### config.mk
export PLATFORM = sky130hd
export DESIGN_NAME = mips_control_unit
export DESIGN_NICKNAME = d
export VERILOG_FILES = /design/src/rtl/mips_ctrl_pkg.sv /design/src/rtl/mcu_decode.sv /design/src/rtl/mips_control_unit.sv
export SDC_FILE = /design/constraint.sdc
export NUM_CORES = 1
export LEC_CHECK = 0
export ABC_AREA = 1
export BUFFER_PORTS_ARGS = -buffer_cell sky130_fd_sc_hd__buf_2
export CELL_PAD_IN_SITES_DETAIL_PLACEMENT = 1
export CELL_PAD_IN_SITES_GLOBAL_PLACEMENT = 1
export CORE_UTILIZATION = 33
export DETAILED_ROUTE_END_ITERATION = 8
export GPL_ROUTABILITY_DRIVEN = 0
export HOLD_SLACK_MARGIN = 0.08
export PLACE_DENSITY_LB_ADDON = 0.1
export SETUP_SLACK_MARGIN = 0.5
export SLEW_MARGIN = 25
export SYNTH_ARGS = -nofsm -noshare
export SYNTH_HDL_FRONTEND = slang
export SYNTH_HIERARCHICAL = 1
export SYNTH_SLANG_ARGS = --single-unit
### constraint.sdc
create_clock -name clk -period 3 [get_ports clk]
set_input_delay 0.3 -clock clk [delete_from_list [all_inputs] [get_ports clk]]
set_output_delay 0.3 -clock clk [all_outputs]
set_load 0.01 [all_outputs]
### src/rtl/mips_ctrl_pkg.sv
// Shared encodings for the multi-cycle MIPS control unit: FSM states,
// instruction classes, decode bundle, ALU function codes, datapath mux
// encodings and opcode/funct constants.
package mips_ctrl_pkg;

    typedef enum logic [4:0] {
        S_RESET, S_FETCH, S_DECODE, S_R_EXEC, S_R_WB, S_I_EXEC, S_I_WB,
        S_MD_EXEC, S_MF_WB, S_LS_EXEC, S_LW_MEM, S_LW_WB, S_SW_MEM,
        S_BR_EXEC, S_J, S_JAL, S_JR, S_HALT, S_ILLEGAL
    } state_t;

    typedef enum logic [3:0] {
        CL_R, CL_I, CL_MD, CL_MF, CL_LW, CL_SW, CL_BR,
        CL_J, CL_JAL, CL_JR, CL_BRK, CL_ILL
    } cls_t;

    typedef struct packed {
        cls_t       cls;
        logic [4:0] fs;
        logic       tsel;
        logic [1:0] dest;
    } dec_t;

    // ALU function select codes
    localparam logic [4:0] FS_PASS_S = 5'd0,  FS_ADD  = 5'd1,  FS_ADDU = 5'd2,
                           FS_SUB    = 5'd3,  FS_SUBU = 5'd4,  FS_SLT  = 5'd5,
                           FS_SLTU   = 5'd6,  FS_AND  = 5'd7,  FS_OR   = 5'd8,
                           FS_XOR    = 5'd9,  FS_NOR  = 5'd10, FS_SLL  = 5'd11,
                           FS_SRL    = 5'd12, FS_SRA  = 5'd13, FS_LUI  = 5'd14,
                           FS_MUL    = 5'd15, FS_MULU = 5'd16, FS_DIV  = 5'd17,
                           FS_DIVU   = 5'd18;

    localparam logic [2:0] YS_HI = 3'd0, YS_LO = 3'd1, YS_ALU = 3'd2, YS_DIN = 3'd3, YS_PC = 3'd4;
    localparam logic [1:0] DS_RD = 2'd0, DS_RT = 2'd1, DS_R31 = 2'd2, DS_SP = 2'd3;
    localparam logic [1:0] PS_INC = 2'd0, PS_BR = 2'd1, PS_RS = 2'd2, PS_JMP = 2'd3;

    localparam logic [5:0] OP_SPECIAL = 6'h00, OP_J    = 6'h02, OP_JAL  = 6'h03,
                           OP_BEQ     = 6'h04, OP_BNE  = 6'h05, OP_ADDI = 6'h08,
                           OP_SLTI    = 6'h0A, OP_ANDI = 6'h0C, OP_ORI  = 6'h0D,
                           OP_XORI    = 6'h0E, OP_LUI  = 6'h0F, OP_LW   = 6'h23,
                           OP_SW      = 6'h2B;

    localparam logic [5:0] FN_SLL  = 6'h00, FN_SRL   = 6'h02, FN_SRA  = 6'h03,
                           FN_JR   = 6'h08, FN_BREAK = 6'h0D, FN_MFHI = 6'h10,
                           FN_MFLO = 6'h12, FN_MULT  = 6'h18, FN_MULTU = 6'h19,
                           FN_DIV  = 6'h1A, FN_DIVU  = 6'h1B, FN_ADD  = 6'h20,
                           FN_ADDU = 6'h21, FN_SUB   = 6'h22, FN_SUBU = 6'h23,
                           FN_AND  = 6'h24, FN_OR    = 6'h25, FN_XOR  = 6'h26,
                           FN_NOR  = 6'h27, FN_SLT   = 6'h2A, FN_SLTU = 6'h2B;

    function automatic logic [4:0] fs_of_funct(input logic [5:0] fn);
        case (fn)
            FN_ADD:   return FS_ADD;   FN_ADDU:  return FS_ADDU;
            FN_SUB:   return FS_SUB;   FN_SUBU:  return FS_SUBU;
            FN_AND:   return FS_AND;   FN_OR:    return FS_OR;
            FN_XOR:   return FS_XOR;   FN_NOR:   return FS_NOR;
            FN_SLT:   return FS_SLT;   FN_SLTU:  return FS_SLTU;
            FN_SLL:   return FS_SLL;   FN_SRL:   return FS_SRL;
            FN_SRA:   return FS_SRA;   FN_MULT:  return FS_MUL;
            FN_MULTU: return FS_MULU;  FN_DIV:   return FS_DIV;
            FN_DIVU:  return FS_DIVU;
            default:  return FS_PASS_S;
        endcase
    endfunction

endpackage

### src/rtl/mcu_decode.sv
// Combinational instruction decoder.
// i_ir  : instruction register
// o_dec : instruction class, ALU function, RT-source select, destination select
module mcu_decode
    import mips_ctrl_pkg::*;
(
    input  logic [31:0] i_ir,
    output dec_t        o_dec
);

    logic [5:0] w_op;
    logic [5:0] w_fn;
    logic       w_unused_ir;

    assign w_op        = i_ir[31:26];
    assign w_fn        = i_ir[5:0];
    // register/immediate fields are consumed by the datapath, not here
    assign w_unused_ir = ^i_ir[25:6];

    always_comb begin
        o_dec = '{cls: CL_ILL, fs: FS_PASS_S, tsel: 1'b0, dest: DS_RD};
        case (w_op)
            OP_SPECIAL: begin
                o_dec.fs = fs_of_funct(w_fn);
                case (w_fn)
                    FN_ADD, FN_ADDU, FN_SUB, FN_SUBU, FN_AND, FN_OR, FN_XOR,
                    FN_NOR, FN_SLT, FN_SLTU, FN_SLL, FN_SRL, FN_SRA:
                                                          o_dec.cls = CL_R;
                    FN_MULT, FN_MULTU, FN_DIV, FN_DIVU:   o_dec.cls = CL_MD;
                    FN_MFHI, FN_MFLO:                     o_dec.cls = CL_MF;
                    FN_JR:                                o_dec.cls = CL_JR;
                    FN_BREAK:                             o_dec.cls = CL_BRK;
                    default:                              o_dec.cls = CL_ILL;
                endcase
            end
            OP_ADDI, OP_SLTI, OP_ANDI, OP_ORI, OP_XORI, OP_LUI: begin
                o_dec.cls  = CL_I;
                o_dec.tsel = 1'b1;
                o_dec.dest = DS_RT;
                case (w_op)
                    OP_ADDI: o_dec.fs = FS_ADD;
                    OP_SLTI: o_dec.fs = FS_SLT;
                    OP_ANDI: o_dec.fs = FS_AND;
                    OP_ORI:  o_dec.fs = FS_OR;
                    OP_XORI: o_dec.fs = FS_XOR;
                    default: o_dec.fs = FS_LUI;
                endcase
            end
            OP_LW:  o_dec = '{cls: CL_LW, fs: FS_ADD, tsel: 1'b1, dest: DS_RT};
            OP_SW:  o_dec = '{cls: CL_SW, fs: FS_ADD, tsel: 1'b1, dest: DS_RT};
            OP_BEQ, OP_BNE: o_dec = '{cls: CL_BR, fs: FS_SUB, tsel: 1'b0, dest: DS_RD};
            OP_J:   o_dec.cls = CL_J;
            OP_JAL: o_dec = '{cls: CL_JAL, fs: FS_PASS_S, tsel: 1'b0, dest: DS_R31};
            default: o_dec.cls = CL_ILL;
        endcase
    end

endmodule

### src/rtl/mips_control_unit.sv
// Multi-cycle MIPS control unit: state register plus Moore output decode.
// Inputs : clk, reset (async, active low), IR, ALU flags N/Z/C/V.
// Outputs: PC/IR/memory strobes, regfile/HILO/mux controls, FS, halt/illegal.
// All outputs are forced to 0 while reset is low.
module mips_control_unit
    import mips_ctrl_pkg::*;
#(
    parameter bit STRICT_ILLEGAL = 1'b1,
    parameter int FS_W           = 5
) (
    input  logic            clk,
    input  logic            reset,
    input  logic [31:0]     IR,
    input  logic            N,
    input  logic            Z,
    input  logic            C,
    input  logic            V,
    output logic            pc_ld,
    output logic            pc_inc,
    output logic [1:0]      pc_sel,
    output logic            ir_ld,
    output logic            im_cs,
    output logic            im_rd,
    output logic            dm_cs,
    output logic            dm_rd,
    output logic            dm_wr,
    output logic            D_En,
    output logic [1:0]      D_sel,
    output logic            T_Sel,
    output logic            HILO_ld,
    output logic [2:0]      Y_Sel,
    output logic [FS_W-1:0] FS,
    output logic            halt,
    output logic            illegal
);

    state_t     r_state, w_next;
    dec_t       w_dec;
    logic [4:0] w_fs;
    logic       w_unused_flags;

    // N/C/V are not used for sequencing
    assign w_unused_flags = N ^ C ^ V;

    mcu_decode u_decode (.i_ir(IR), .o_dec(w_dec));

    assign FS = FS_W'(w_fs);

    always_ff @(posedge clk or negedge reset) begin
        if (!reset) r_state <= S_RESET;
        else        r_state <= w_next;
    end

    always_comb begin
        w_next  = r_state;
        pc_ld   = 1'b0;  pc_inc = 1'b0;  pc_sel = PS_INC;
        ir_ld   = 1'b0;  im_cs  = 1'b0;  im_rd  = 1'b0;
        dm_cs   = 1'b0;  dm_rd  = 1'b0;  dm_wr  = 1'b0;
        D_En    = 1'b0;  D_sel  = DS_RD; T_Sel  = 1'b0;
        HILO_ld = 1'b0;  Y_Sel  = YS_HI; w_fs   = FS_PASS_S;
        halt    = 1'b0;  illegal = 1'b0;
        if (reset) begin
            case (r_state)
                S_RESET: begin
                    // initialise $sp from PC_In
                    D_sel = DS_SP; Y_Sel = YS_PC; D_En = 1'b1;
                    w_next = S_FETCH;
                end
                S_FETCH: begin
                    im_cs = 1'b1; im_rd = 1'b1; ir_ld = 1'b1; pc_inc = 1'b1;
                    w_next = S_DECODE;
                end
                S_DECODE: begin
                    T_Sel = w_dec.tsel;
                    case (w_dec.cls)
                        CL_R:    w_next = S_R_EXEC;
                        CL_I:    w_next = S_I_EXEC;
                        CL_MD:   w_next = S_MD_EXEC;
                        CL_MF:   w_next = S_MF_WB;
                        CL_LW,
                        CL_SW:   w_next = S_LS_EXEC;
                        CL_BR:   w_next = S_BR_EXEC;
                        CL_J:    w_next = S_J;
                        CL_JAL:  w_next = S_JAL;
                        CL_JR:   w_next = S_JR;
                        CL_BRK:  w_next = S_HALT;
                        default: w_next = STRICT_ILLEGAL ? S_ILLEGAL : S_FETCH;
                    endcase
                end
                S_R_EXEC:  begin w_fs = w_dec.fs; w_next = S_R_WB; end
                S_R_WB:    begin Y_Sel = YS_ALU; D_sel = w_dec.dest; D_En = 1'b1; w_next = S_FETCH; end
                S_I_EXEC:  begin w_fs = w_dec.fs; T_Sel = 1'b1; w_next = S_I_WB; end
                S_I_WB:    begin Y_Sel = YS_ALU; D_sel = w_dec.dest; D_En = 1'b1; w_next = S_FETCH; end
                S_MD_EXEC: begin w_fs = w_dec.fs; HILO_ld = 1'b1; w_next = S_FETCH; end
                S_MF_WB: begin
                    // funct bit 1 separates mflo (0x12) from mfhi (0x10)
                    Y_Sel = IR[1] ? YS_LO : YS_HI;
                    D_sel = w_dec.dest; D_En = 1'b1; w_next = S_FETCH;
                end
                S_LS_EXEC: begin
                    // address = RS + imm; T_Sel=0 reloads RT with store data
                    w_fs = FS_ADD;
                    w_next = (w_dec.cls == CL_LW) ? S_LW_MEM : S_SW_MEM;
                end
                S_LW_MEM:  begin dm_cs = 1'b1; dm_rd = 1'b1; w_next = S_LW_WB; end
                S_LW_WB:   begin Y_Sel = YS_DIN; D_sel = w_dec.dest; D_En = 1'b1; w_next = S_FETCH; end
                S_SW_MEM:  begin dm_cs = 1'b1; dm_wr = 1'b1; w_next = S_FETCH; end
                S_BR_EXEC: begin
                    w_fs = FS_SUB; pc_sel = PS_BR;
                    // opcode bit 26 distinguishes bne (0x05) from beq (0x04)
                    pc_ld = IR[26] ? ~Z : Z;
                    w_next = S_FETCH;
                end
                S_J:       begin pc_sel = PS_JMP; pc_ld = 1'b1; w_next = S_FETCH; end
                S_JAL: begin
                    pc_sel = PS_JMP; pc_ld = 1'b1;
                    D_sel = DS_R31; Y_Sel = YS_PC; D_En = 1'b1;
                    w_next = S_FETCH;
                end
                S_JR:      begin pc_sel = PS_RS; pc_ld = 1'b1; w_next = S_FETCH; end
                S_HALT:    halt = 1'b1;
                S_ILLEGAL: begin halt = 1'b1; illegal = 1'b1; end
                default:   w_next = S_RESET;
            endcase
        end
    end

endmodule

**After elaboration in Yosys (flattened, before gate mapping)**

Memories as Yosys holds them, arrays and structs flattened.
Cells that the tools add are included.

- Register bits: 5
- Memory bits (read-only): 592
- Input port bits: 38
- Output and inout port bits: 25
- Memories kept: 3

- Eq/ne operators: 31
- Muxes and demuxes: 36
- Bitwise operators: 2
- Reduce and logical (&&, ||, !) cells: 17

Memory list:

| memory | depth | bits a word | read ports | clocked after Yosys merged registers in | write ports | line | text |
|---|---|---|---|---|---|---|---|
| (no name shown) | 64 | 5 | 1 | 0 | 0 | mips_ctrl_pkg.sv:52 | `case (fn)` |
| (no name shown) | 64 | 3 | 1 | 0 | 0 | mcu_decode.sv:25 | `case (w_fn)` |
| (no name shown) | 16 | 5 | 1 | 0 | 0 | mips_control_unit.sv:75 | `case (w_dec.cls)` |

Operators with widths:

| operator | number |
|---|---|
| equality test 5 x 4 -> 1 bit, second input constant | 8 |
| case mux 5 bit (8 select lines) | 1 |
| equality test 6 x 4 -> 1 bit, second input constant | 6 |
| case mux 4 bit (7 select lines) | 1 |
| equality test 5 x 3 -> 1 bit, second input constant | 4 |
| 2-to-1 mux 1 bit | 20 |
| case mux 4 bit (5 select lines) | 1 |
| case mux 5 bit (4 select lines) | 1 |
| equality test 5 bit, second input constant | 3 |
| case mux 5 bit (3 select lines) | 1 |
| OR reduction 2 bit | 7 |
| equality test 6 x 2 -> 1 bit, second input constant | 2 |
| equality test 6 x 3 -> 1 bit, second input constant | 2 |
| equality test 6 bit, second input constant | 2 |
| case mux 2 bit (3 select lines) | 2 |
| case mux 3 bit (4 select lines) | 1 |
| OR reduction 6 bit | 2 |
| OR reduction 11 bit | 1 |
| equality test 5 x 2 -> 1 bit, second input constant | 2 |
| OR reduction 8 bit | 1 |
| logical NOT 6 bit | 1 |
| 2-to-1 mux 3 bit | 2 |
| case mux 3 bit (2 select lines) | 1 |
| OR reduction 3 bit | 2 |
| 9 further kinds | 12 |

**Longest topological paths before layout**

Gate-level depths: netlist of run 1.

- Word-level depth: 6
- Mapped depth: 19

**Hierarchy**

The synthesis of run 1 kept the hierarchy.

Modules (own cells, without submodules):

| module | instances | cells an instance | area an instance (um^2) |
|---|---|---|---|
| mips_control_unit | 1 | 145 | 807.0 |
| mcu_decode | 1 | 128 | 638.1 |

**Least setup slack after synthesis of run 1**

Ideal clock, no wire load.

- Kind: input -> register
- From: input port IR[0]
- To: register r_state[3]
- Library setup time: 0.076 ns
- Arrival: 1.809 ns
- Data required time: 2.924 ns
- Path slack: 1.115 ns
- Cell stages on the path: 17
- Path through: inv_1 -> ha_1 -> inv_1 -> nor2_1 -> nand2_1 -> nand2_1 -> nand3_1 -> nand2_1 -> nand3b_1 -> inv_1 -> ha_1 -> inv_1 -> o21ai_0 -> nand2_1 -> o21ai_1 -> nand2_1 -> o21ai_1

RTL lines:

| element | line | text |
|---|---|---|
| start, declared | mips_control_unit.sv:13 | `input logic [31:0] IR,` |
| end signal, assigned | mips_control_unit.sv:51 | `else r_state <= w_next;` |
| end, declared | mips_control_unit.sv:37 | `state_t r_state, w_next;` |

**Worst setup path after layout of run 1**

- From: input port reset
- To: output port illegal

- Longest elaborated chain between the ends: 1

RTL lines:

| element | line | text |
|---|---|---|
| start, declared | mips_control_unit.sv:12 | `input logic reset,` |
| 2-to-1 mux 1 bit | mips_control_unit.sv:62 | `if (reset) begin` |
| end, declared | mips_control_unit.sv:34 | `output logic illegal` |

Every way passes these cells.

==> impl_results.md, run 1 <==
* CP top delay family: buffers and inverters
* Initial antenna violation count at 0
* Largest registers: r_state x5
* Status: finished clean
* Cell count after synthesis at 273
* Top cell type by total area after synthesis: nand2_1
* Final Skew at 3.47 ps
* Xor/xnor cell area share of the yosys netlist at 0.00606
* Switch Pwr at 0.477 mW
* Num Clock Sinks at 5
* Worst endpoint required time at 2700 ps
* Crit path launch type: input pin
* GRT Util Overall at 0.199
* Initial core utilization at 0.351
* Most common cell after layout, fill and taps aside: nand2_1
* Switching fraction of total power at 0.562
* Vias in the first global route at 1,600
* IO Pins at 63
* Compound-Gate Fraction of Synth Area at 0.117
* Fin area at 1700 um^2
* DR iter-0 viols at 50
* Worst path most repeated cell: buf_2
* Routed via count at 1,805
* CP Capture Type: output pin
* Root buffer cell: clkbuf_8
* Mux contribution to synthesized area at 0
* Max Cap Viol at 0
* Die Ht at 68.2 um
* Layout cells sized above 1 at 0.221
* Reg-to-Reg Start: r_state[1]
* Synth unique cells at 31
* Yosys Warn Count at 6
* # DRC at 0
* Synth Register Bits at 5
* PwrDens at 499 nW/um^2
* Cell Chain, Critical Path: dlygate4sd3_1 -> buf_2 -> inv_1 -> nor4_1 -> buf_2
* Ranking of synthesized cells by area: nand2_1, nand3_1, dfrtp_1
* Drt first pass iters at 4
* Post-synthesis average cell area at 5.29 um^2
* Fill cells at roughly 620
* Wire per inst at 12.6 um
* Worst-Skew Late Latency at 220 ps
* WP data arrival at 1900 ps
* Setup CP Type: input pin to output pin
* Clk pin slew, worst setup/hold paths at 40 ps
* Hold Vio Cnt, Final at 0
* Seq/Total Area, Yosys at 0.0866
* Synth Area in Simple Gates at 0.576
* Worst slew pin tran at approximately 410 ps
* Gr ovfl total at 0
* Largest net degree at the start of global routing at 16
* Die ar. at approximately 4600 um^2
* Fin crit period at 2200 ps
* Async set-or-reset flop fraction in the synthesized netlist at 1.00
* Worst min path class: input pin to async pin
* First-pass GRT wire length at a little over 7000 um
* F_max at 454 MHz
* Cell Area, Placed at ~1600 um^2
* Period utilisation layout at 0.734
* Fin nets at approximately 360
* CP max stage delay at 510 ps
* Reg with most FFs: r_state
* Final core utilization at 0.413
* Slew Viols, Final at 0
* Largest family of logic cells by synthesized area: simple AND/OR/NAND/NOR gates
* HPWL Detailed at 3670 um
* Placeable core area at 4120 um^2
* Top_reg_cell synth: dfrtp_1
* Number of flip-flops in the largest register at 5
* Internal power at 0.372 mW
* Peak supply drop at 0.000253 V
* Rows at 23
* Final setup violating endpoints at 0
* Setup TNS at 0 ps
* Leakage at 0.990 nW
* Worst Setup SP: reset
* Total power at about 0.85 mW
* DIE WIDTH at 68.2 um
* Rel. slew slack at 0.724
* Netlist Area Pre-Place at 1450 um^2
* Share of the synthesized area in the top cell type at 0.203
* Synth Area in Adders at 0.0693
* CP Buf/Inv Count at 4
* Sequential Power Share at 0.182
* Syn-to-layout area delta at 17.6%
* Port buffer count at 39
* Leading cell types in the layout, fill and taps excluded: nand2_1, buf_2, nand3_1
* Critical path peak fanout at 14
* Clk buf depth at 2
* Slowest-stage cell, CP: dlygate4sd3_1
* # diodes at 0
* Num CTS Buffers at 3
* Post-synth EDFFs at 0
* Routed Antenna Nets at 0
* Clock power frac at 0.151
* Logic pwr share at 0.667
* RSZ-0062 raised after global routing: no
* Drt total wl at 4500 um
* Vias/cell at 5.04
* Net count after synthesis at around 320
* CTS H-Tree Depth at 1
* CTS tree: built
==> final timing paths <==
path	endpoint	slack, ps	cells past startpoint
max	illegal	800	5
min	r_state[0]	480	2
max reg2reg	r_state[4]	1550	8
min reg2reg	r_state[3]	650	2
max in group asynchronous	r_state[4]	2300	2
min in group clk	r_state[3]	650	2
==> synthesized netlist by cell type, types with 2 or more instances <==
cell       n
clkbuf_1   2
o21ai_1    7
buf_4      4
o31ai_1    2
o21ai_0   10
nand3b_1   3
nor3_1     4
nor2_2     5
buf_2      2
nand2_1   78
nand3_1   38
inv_2      6
dfrtp_1    5
nand2_2    7
nor4_1     2
nor2_4     2
ha_1       8
nor2_1    33
a21oi_1   12
inv_1     32
==> final cells by class <==
cell class	count	area (um^2)	share of cell area
sequential	5	125	0.0736
tap	50	62.6	0.0368
inverter	40	151	0.0891
timing repair buffer	40	205	0.121
multi-input combinational	219	1110	0.653
clock buffer	4	45.0	0.0265
==> routing by layer <==
layer | vias to the layer above | track usage | part of all wire
met5 | - | 0 | 0
met4 | 0 | 0.0156 | 0.0018
met3 | 2 | 0.0150 | 0.027
met2 | 35 | 0.321 | 0.42
met1 | 830 | 0.295 | 0.55
li1 | 938 | - | -
==> power groups by stage <==
stage / logic, mW / registers [mW] / clock network [mW]
5_1_grt: 0.649 / 0.158 / 0.135
4_1_cts: 0.569 / 0.151 / 0.132
2_1_floorplan: 0.445 / 0.128 / 0
6_report: 0.566 / 0.155 / 0.128
3_5_place_dp: 0.565 / 0.152 / 0
3_3_place_gp: 0.558 / 0.151 / 0
==> stage by stage <==
| step | setup slack (ps) | instances | hold WS, ps |
|---|---|---|---|
| after detailed placement | 580 | 353 | 190 |
| after global placement | 622 | 353 | 180 |
| after CTS | 788 | 358 | 481 |
| after floorplan | 1110 | 273 | 4.41 |
| final | 799 | 358 | 484 |
| after global routing | 578 | 358 | 510 |
==> logic make-up (layout without fill, tap and decap cells) <==
logic type,after synthesis,after routing
and+or+nand+nor,178,178
buffers and inverters,49,84
AOI/OAI and AO/OA,32,32
adders and majority gates,8,8
DFF,5,5
xor gates and xnor gates,1,1
==> what timing repair did <==
item	4_1_cts	5_1_grt
endpoints found under the hold margin	5	0
endpoints found under the setup margin	0	1
gates resized for setup	0	1
buffers inserted	0	0
hold buffers	1	0
Note: power is estimated with default switching activity, not from simulation.
==> inputs of run 2 (changes only) <==
CORE_UTILIZATION = 27   (was 33)
clock period = 1.9 ns   (was 3 ns; I/O delays follow)
==> run 2 against run 1 <==
  * The flow now finishes with violations (setup timing)
  * Clock skew fell by 3.1 ps
  * Largest cell class unchanged
  * Flip-flop and latch count did not move
  * Cell area rose by 72%
  * Critical path type is now flop to output pin
  * Largest power group unchanged
==> impl_results.md, run 2 (synthesis gave the netlist of run 1 again) <==
* Fill cells at 679
* CTS H-Tree Depth at 1
* Clk buf depth at 2
* DR iter-0 viols at around 130
* Largest net degree at the start of global routing at 15
* Reg-to-Reg Start: r_state[3]
* CP Capture Type: output pin
* Num CTS Buffers at 3
* F_max at 526 MHz
* Reg2reg path depth at 11
* Die Ht at between 70 and 80 um
* GRT Util Overall at 0.220
* Period utilisation layout at 1.00
* First-pass GRT wire length at 9450 um
* Min-delay src: reset
* Peak supply drop at 0.000514 V
* Max Cap Viol at 0
* Initial antenna violation count at 0
* Hold EP: r_state[1]
* Final Skew at around 0.37 ps
* Die ar. at 5650 um^2
* Syn-to-layout area delta at 103%
* Drt first pass iters at 4
* Inst Count DP at 398
* Fin area at 2930 um^2
* Leading cell types in the layout, fill and taps excluded: nand2_1, buf_4, buf_2
* Final cell count without fillers at 451
* Largest registers: r_state x5
* Vias/cell at approximately 5
* Drt total wl at 8150 um
* Crit path launch type: flop
* PwrDens at 916 nW/um^2
* Worst min path class: input pin to flop
* Pre-CTS WS at -74.5 ps
* Worst Setup SP: r_state[2]
* DIE WIDTH at ~75 um
* Worst reg2reg endpoint: r_state[0]
* Final setup violating endpoints at 1
* Total power at about 2.7 mW
* Setup WS post-layout at -1.64 ps
* Worst slew pin tran at 680 ps
* WP data arrival at 1710 ps
* HPWL Detailed at ~4000 um
* WHS Path Cells at 5
* Number of flip-flops in the largest register at 5
* Worst endpoint required time at between 1500 and 2000 ps
* Hold Vio Cnt, Final at 0
* Wire per inst at 18.1 um
* Gr ovfl total at 0
* Register Area at 131 um^2
* Vias in the first global route at 1,997
* Fin crit period at between 1500 and 2000 ps
* Slowest-stage cell, CP: dfrtp_2
* Placeable core area at 5140 um^2
* R2R setup slack at 200 ps
* Slew Viols, Final at 0
* # diodes at 0
* CTS tree: built
* Routed via count at 2,305
* Reg with most FFs: r_state
* Most common cell after layout, fill and taps aside: nand2_1
* Num Clock Sinks at 5
* IO Pins at between 60 and 70
* Critical path peak fanout at 4
* Violated checks: setup timing
* Root buffer cell: clkbuf_8
* Routed Antenna Nets at 0
* Fin nets at 428
* Clk pin slew, worst setup/hold paths at 40 ps
* CP max stage delay at 470 ps
* Worst hold slack at 488 ps
* Rows at 26
* Leakage at approximately 1.5 nW
* # DRC at 0
* RSZ-0062 raised after global routing: yes
* Layout cells sized above 1 at 0.575
* Worst-Skew Late Latency at 220 ps
* Rel. slew slack at 0.546
* Cell Area, Placed at 1920 um^2
* Footprint of the multi-input gates at 1570 um^2
* Cell Chain, Critical Path: nor2_4 -> inv_4 -> nor3_4 -> o21ai_1 -> a21oi_1 -> buf_2
* Setup CP Type: flop to output pin
* Initial core utilization at 0.281
* Port buffer count at 39
* Status: finished, violations left
## run 2: layer usage
layer / vias to the layer above / global-route usage / wire length, um
met2: 76 / 0.394 / 4370
met3: 19 / 0.0120 / 303
li1: 1090 / - / -
met1: 1120 / 0.295 / 3290
met5: - / 0 / 0
met4: 0 / 0.0350 / 196
## run 2: worst max-delay path, delay by kind of cell (launching register included)
family | cells | cell delay, ps
AO/OA/AOI/OAI | 2 | 290
AND/OR/NAND/NOR | 2 | 470
buffers and inverters | 2 | 240
flip-flops | 1 | 470
## run 2: worst max-delay path by stage
stage | to | slack, ps | cells past startpoint
floorplan | r_state[2] | 280 | 16
global placement | r_state[2] | -40 | 19
detailed placement | r_state[2] | -70 | 20
CTS | FS[0] | 220 | 5
global route | FS[0] | -70 | 6
finish | FS[0] | -2 | 6
## run 2: power breakdown
group          switching (mW)  total, mW  internal [mW]
clock                  0.0573      0.202          0.144
combinational            1.21       2.19          0.973
sequential              0.137      0.294          0.157
total                    1.41       2.68           1.27
## run 2: final cells by class
| class | count | area share |
|---|---|---|
| inverter | 40 | 0.0649 |
| tap | 70 | 0.0299 |
| clock buffer | 4 | 0.0154 |
| multi-input combinational | 219 | 0.534 |
| timing repair buffer | 113 | 0.311 |
| sequential | 5 | 0.0449 |
## run 2: per-stage QoR
stage	utilization	TNS, ps
4_1_cts	0.486	0
6_report	0.570	-1.64
5_1_grt	0.570	-275
2_1_floorplan	-	0
3_5_place_dp	0.373	-142
3_3_place_gp	0.373	-65.1
## run 2: repair_timing
item / 4_1_cts / 5_1_grt
pin swaps: 38 / 34
endpoints found under the setup margin: 30 / 30
hold buffers: 1 / 0
endpoints found under the hold margin: 5 / 0
setup buffers: 29 / 19
gates resized for setup: 87 / 61
==> inputs of run 3 (changes only) <==
CORE_UTILIZATION = 28   (was 27)
SYNTH_HIERARCHICAL = unset   (was 1)
==> run 3 against run 2 <==
  * The flow still finishes with violations (setup timing)
  * Non-clock buffer count up 24
  * Die area down 1.7%
  * Wire length up 23%
  * Power about the same
  * Largest cell class unchanged
  * Sequential share of layout area down 0.46 points
  * Via count up 9.8%
  * Synthesized area up 1.9%
==> impl_results.md, run 3 <==
* Status: finished, violations left
* Violated checks: setup timing
* Slew Viols, Final at 0
* Number of flip-flops in the largest register at 5
* Clk pin slew, worst setup/hold paths at 50 ps
* Leakage at 1.62 nW
* Rows at 26
* Rel. slew slack at 0.755
* Largest net degree at the start of global routing at 11
* IO Pins at 63
* Setup WS post-layout at -152 ps
* Seq/Total Area, Yosys at 0.0850
* DIE WIDTH at 74.5 um
* RSZ-0062 raised after global routing: yes
* Initial core utilization at 0.290
* # diodes at 0
* WHS Path Cells at 3
* Period utilisation layout at 1.08
* Highest metal used: met4
* Fin crit period at 2050 ps
* Die Ht at between 70 and 80 um
* Cell Chain, Critical Path: nor2_4 -> inv_2 -> nor2_4 -> inv_2 -> nor2_4 -> a21oi_2 -> a21oi_2 -> o21a_1 -> buf_2
* Vias in the first global route at approximately 2,400
* Netlist Area Pre-Place at 1470 um^2
* CP max stage delay at 480 ps
* Net count after synthesis at 315
* Syn-to-layout area delta at 121%
* Worst reg2reg endpoint: r_state[1]
* Vias/cell at 5.33
* Die ar. at roughly 5600 um^2
* Post-synthesis average cell area at 5.47 um^2
* Initial antenna violation count at 0
* Reg with most FFs: r_state
* Peak supply drop at between 0.0007 and 0.0008 V
* Drt first pass iters at 4
* Synth unique cells at 37
* Drt total wl at 9990 um
* Top_reg_cell synth: dfrtp_1
* Worst slew pin tran at 365 ps
* Top post-synthesis cells by count: nand2_1, inv_1, nor2_1
* Worst-Skew Late Latency at 240 ps
* Port buffer count at 39
* Slowest-stage cell, CP: dfrtp_2
* Num Clock Sinks at 5
* Reg2reg path depth at 13
* DR iter-0 viols at around 120
* Fin nets at around 450
* Setup TNS at -962 ps
* CTS tree: built
* Final setup violating endpoints at 13
* PwrDens at 822 nW/um^2
* Hold Vio Cnt, Final at 0
* Async set-or-reset flop fraction in the synthesized netlist at 1.00
* Placeable core area at between 5000 and 6000 um^2
* Post-synth EDFFs at 0
* Setup CP Type: flop to output pin
* Min-delay src: reset
* F_max at 487 MHz
* Worst endpoint required time at 1710 ps
* CP Buf/Inv Count at 3
* Most common cell after layout, fill and taps aside: buf_4
* HPWL Detailed at 4680 um
* Largest registers: r_state x5
* Reg-to-Reg Start: r_state[3]
* CTS H-Tree Depth at 1
* First-pass GRT wire length at 10,700 um
* Synth Register Bits at 5
* Crit path launch type: flop
* Clk buf depth at 2
* Yosys Warn Count at 0
* CP top delay family: flip-flops
* Hold EP: r_state[4]
* # DRC at 0
* Worst path most repeated cell: nor2_4
* Count leader, synth: nand2_1
* R2R setup slack at 70 ps
* Top cell type by total area after synthesis: nand2_1
* Met1 Wirelength at 3720 um
* Met2 Routed Length at 5110 um
* Leading cell types in the layout, fill and taps excluded: buf_4, nand2_1, nor2_4
* Wire per inst at 21.0 um
* Routed Antenna Nets at 0
* Ranking of synthesized cells by area: nand2_1, inv_1, nor2_1
* Layout cells sized above 1 at 0.691
* WP data arrival at 1860 ps
* Root buffer cell: clkbuf_8
* Gr ovfl total at 0
* Final core utilization at 0.643
* Final Skew at 9.59 ps
* Routed via count at 2,532
* Share of the synthesized area in the top cell type at 0.191
* Max Cap Viol at 0
* Met3 Routed Length at 503 um
* CP Capture Type: output pin
* Critical path peak fanout at 4
* Cell count after synthesis at 269
* Worst min path class: input pin to flop
* Num CTS Buffers at 3
* GRT Util Overall at 0.253
run 3: cells by family after synthesis:
| family | synth area share |
|---|---|
| buffers and inverters | 0.145 |
| and+or+nand+nor | 0.543 |
| DFF | 0.0850 |
| AOI/OAI and AO/OA | 0.159 |
| adders and majority gates | 0.0680 |
run 3: how the worst max path moves through the flow:
| stage | start | slack (ps) | end | cells past startpoint |
|---|---|---|---|---|
| floorplan | IR[31] | 80 | r_state[2] | 16 |
| global placement | IR[1] | -220 | r_state[2] | 19 |
| global route | IR[1] | -290 | r_state[2] | 19 |
| finish | r_state[3] | -150 | D_sel[1] | 9 |
| CTS | r_state[2] | 60 | D_sel[1] | 8 |
| detailed placement | IR[1] | -220 | r_state[2] | 19 |
run 3: metal layers:
| metal | track usage | vias up |
|---|---|---|
| met5 | 0 | - |
| met4 | 0.0860 | 0 |
| met3 | 0.0149 | 52 |
| met2 | 0.483 | 113 |
| met1 | 0.295 | 1229 |
| li1 | - | 1138 |
run 3: area by class of cell:
class                   count  area, um^2
repair buffers            137        1080
multi-input cells         211        1720
inverters                  48         203
fillers                   623        1810
flip-flops and latches      5         131
well taps                  70        87.6
clock buffers               4        45.0
run 3: tightest hold or removal path, stage by stage:
cell	delay, ps
buf_2	160
nand2_2	100
o22ai_2	90
run 3: report_power, final:
part	switching (mW)	total, mW	internal [mW]
sequential	0.112	0.268	0.156
clock	0.0762	0.222	0.146
combinational	1.28	2.19	0.910
run 3: what timing repair did:
item,in CTS,in global routing
cloned,0,0
pin swaps,53,55
endpoints found under the hold margin,5,0
endpoints found under the setup margin,30,30
hold buffers,1,0
gates resized for setup,103,69
setup buffers,20,17
run 3: metrics by stage:
stage | cells | setup slack (ps) | hold WS (ps) | area [um^2] | power, mW
6_report | 475 | -152 | 355 | 3260 | 2.68
5_1_grt | 475 | -288 | 374 | 3260 | 2.80
3_5_place_dp | 433 | -216 | 39.0 | 2290 | 1.23
4_1_cts | 458 | 56.2 | 310 | 2870 | 2.00
2_1_floorplan | 269 | 79.4 | -106 | 1590 | 0.884
3_3_place_gp | 433 | -215 | 38.6 | 2290 | 1.21
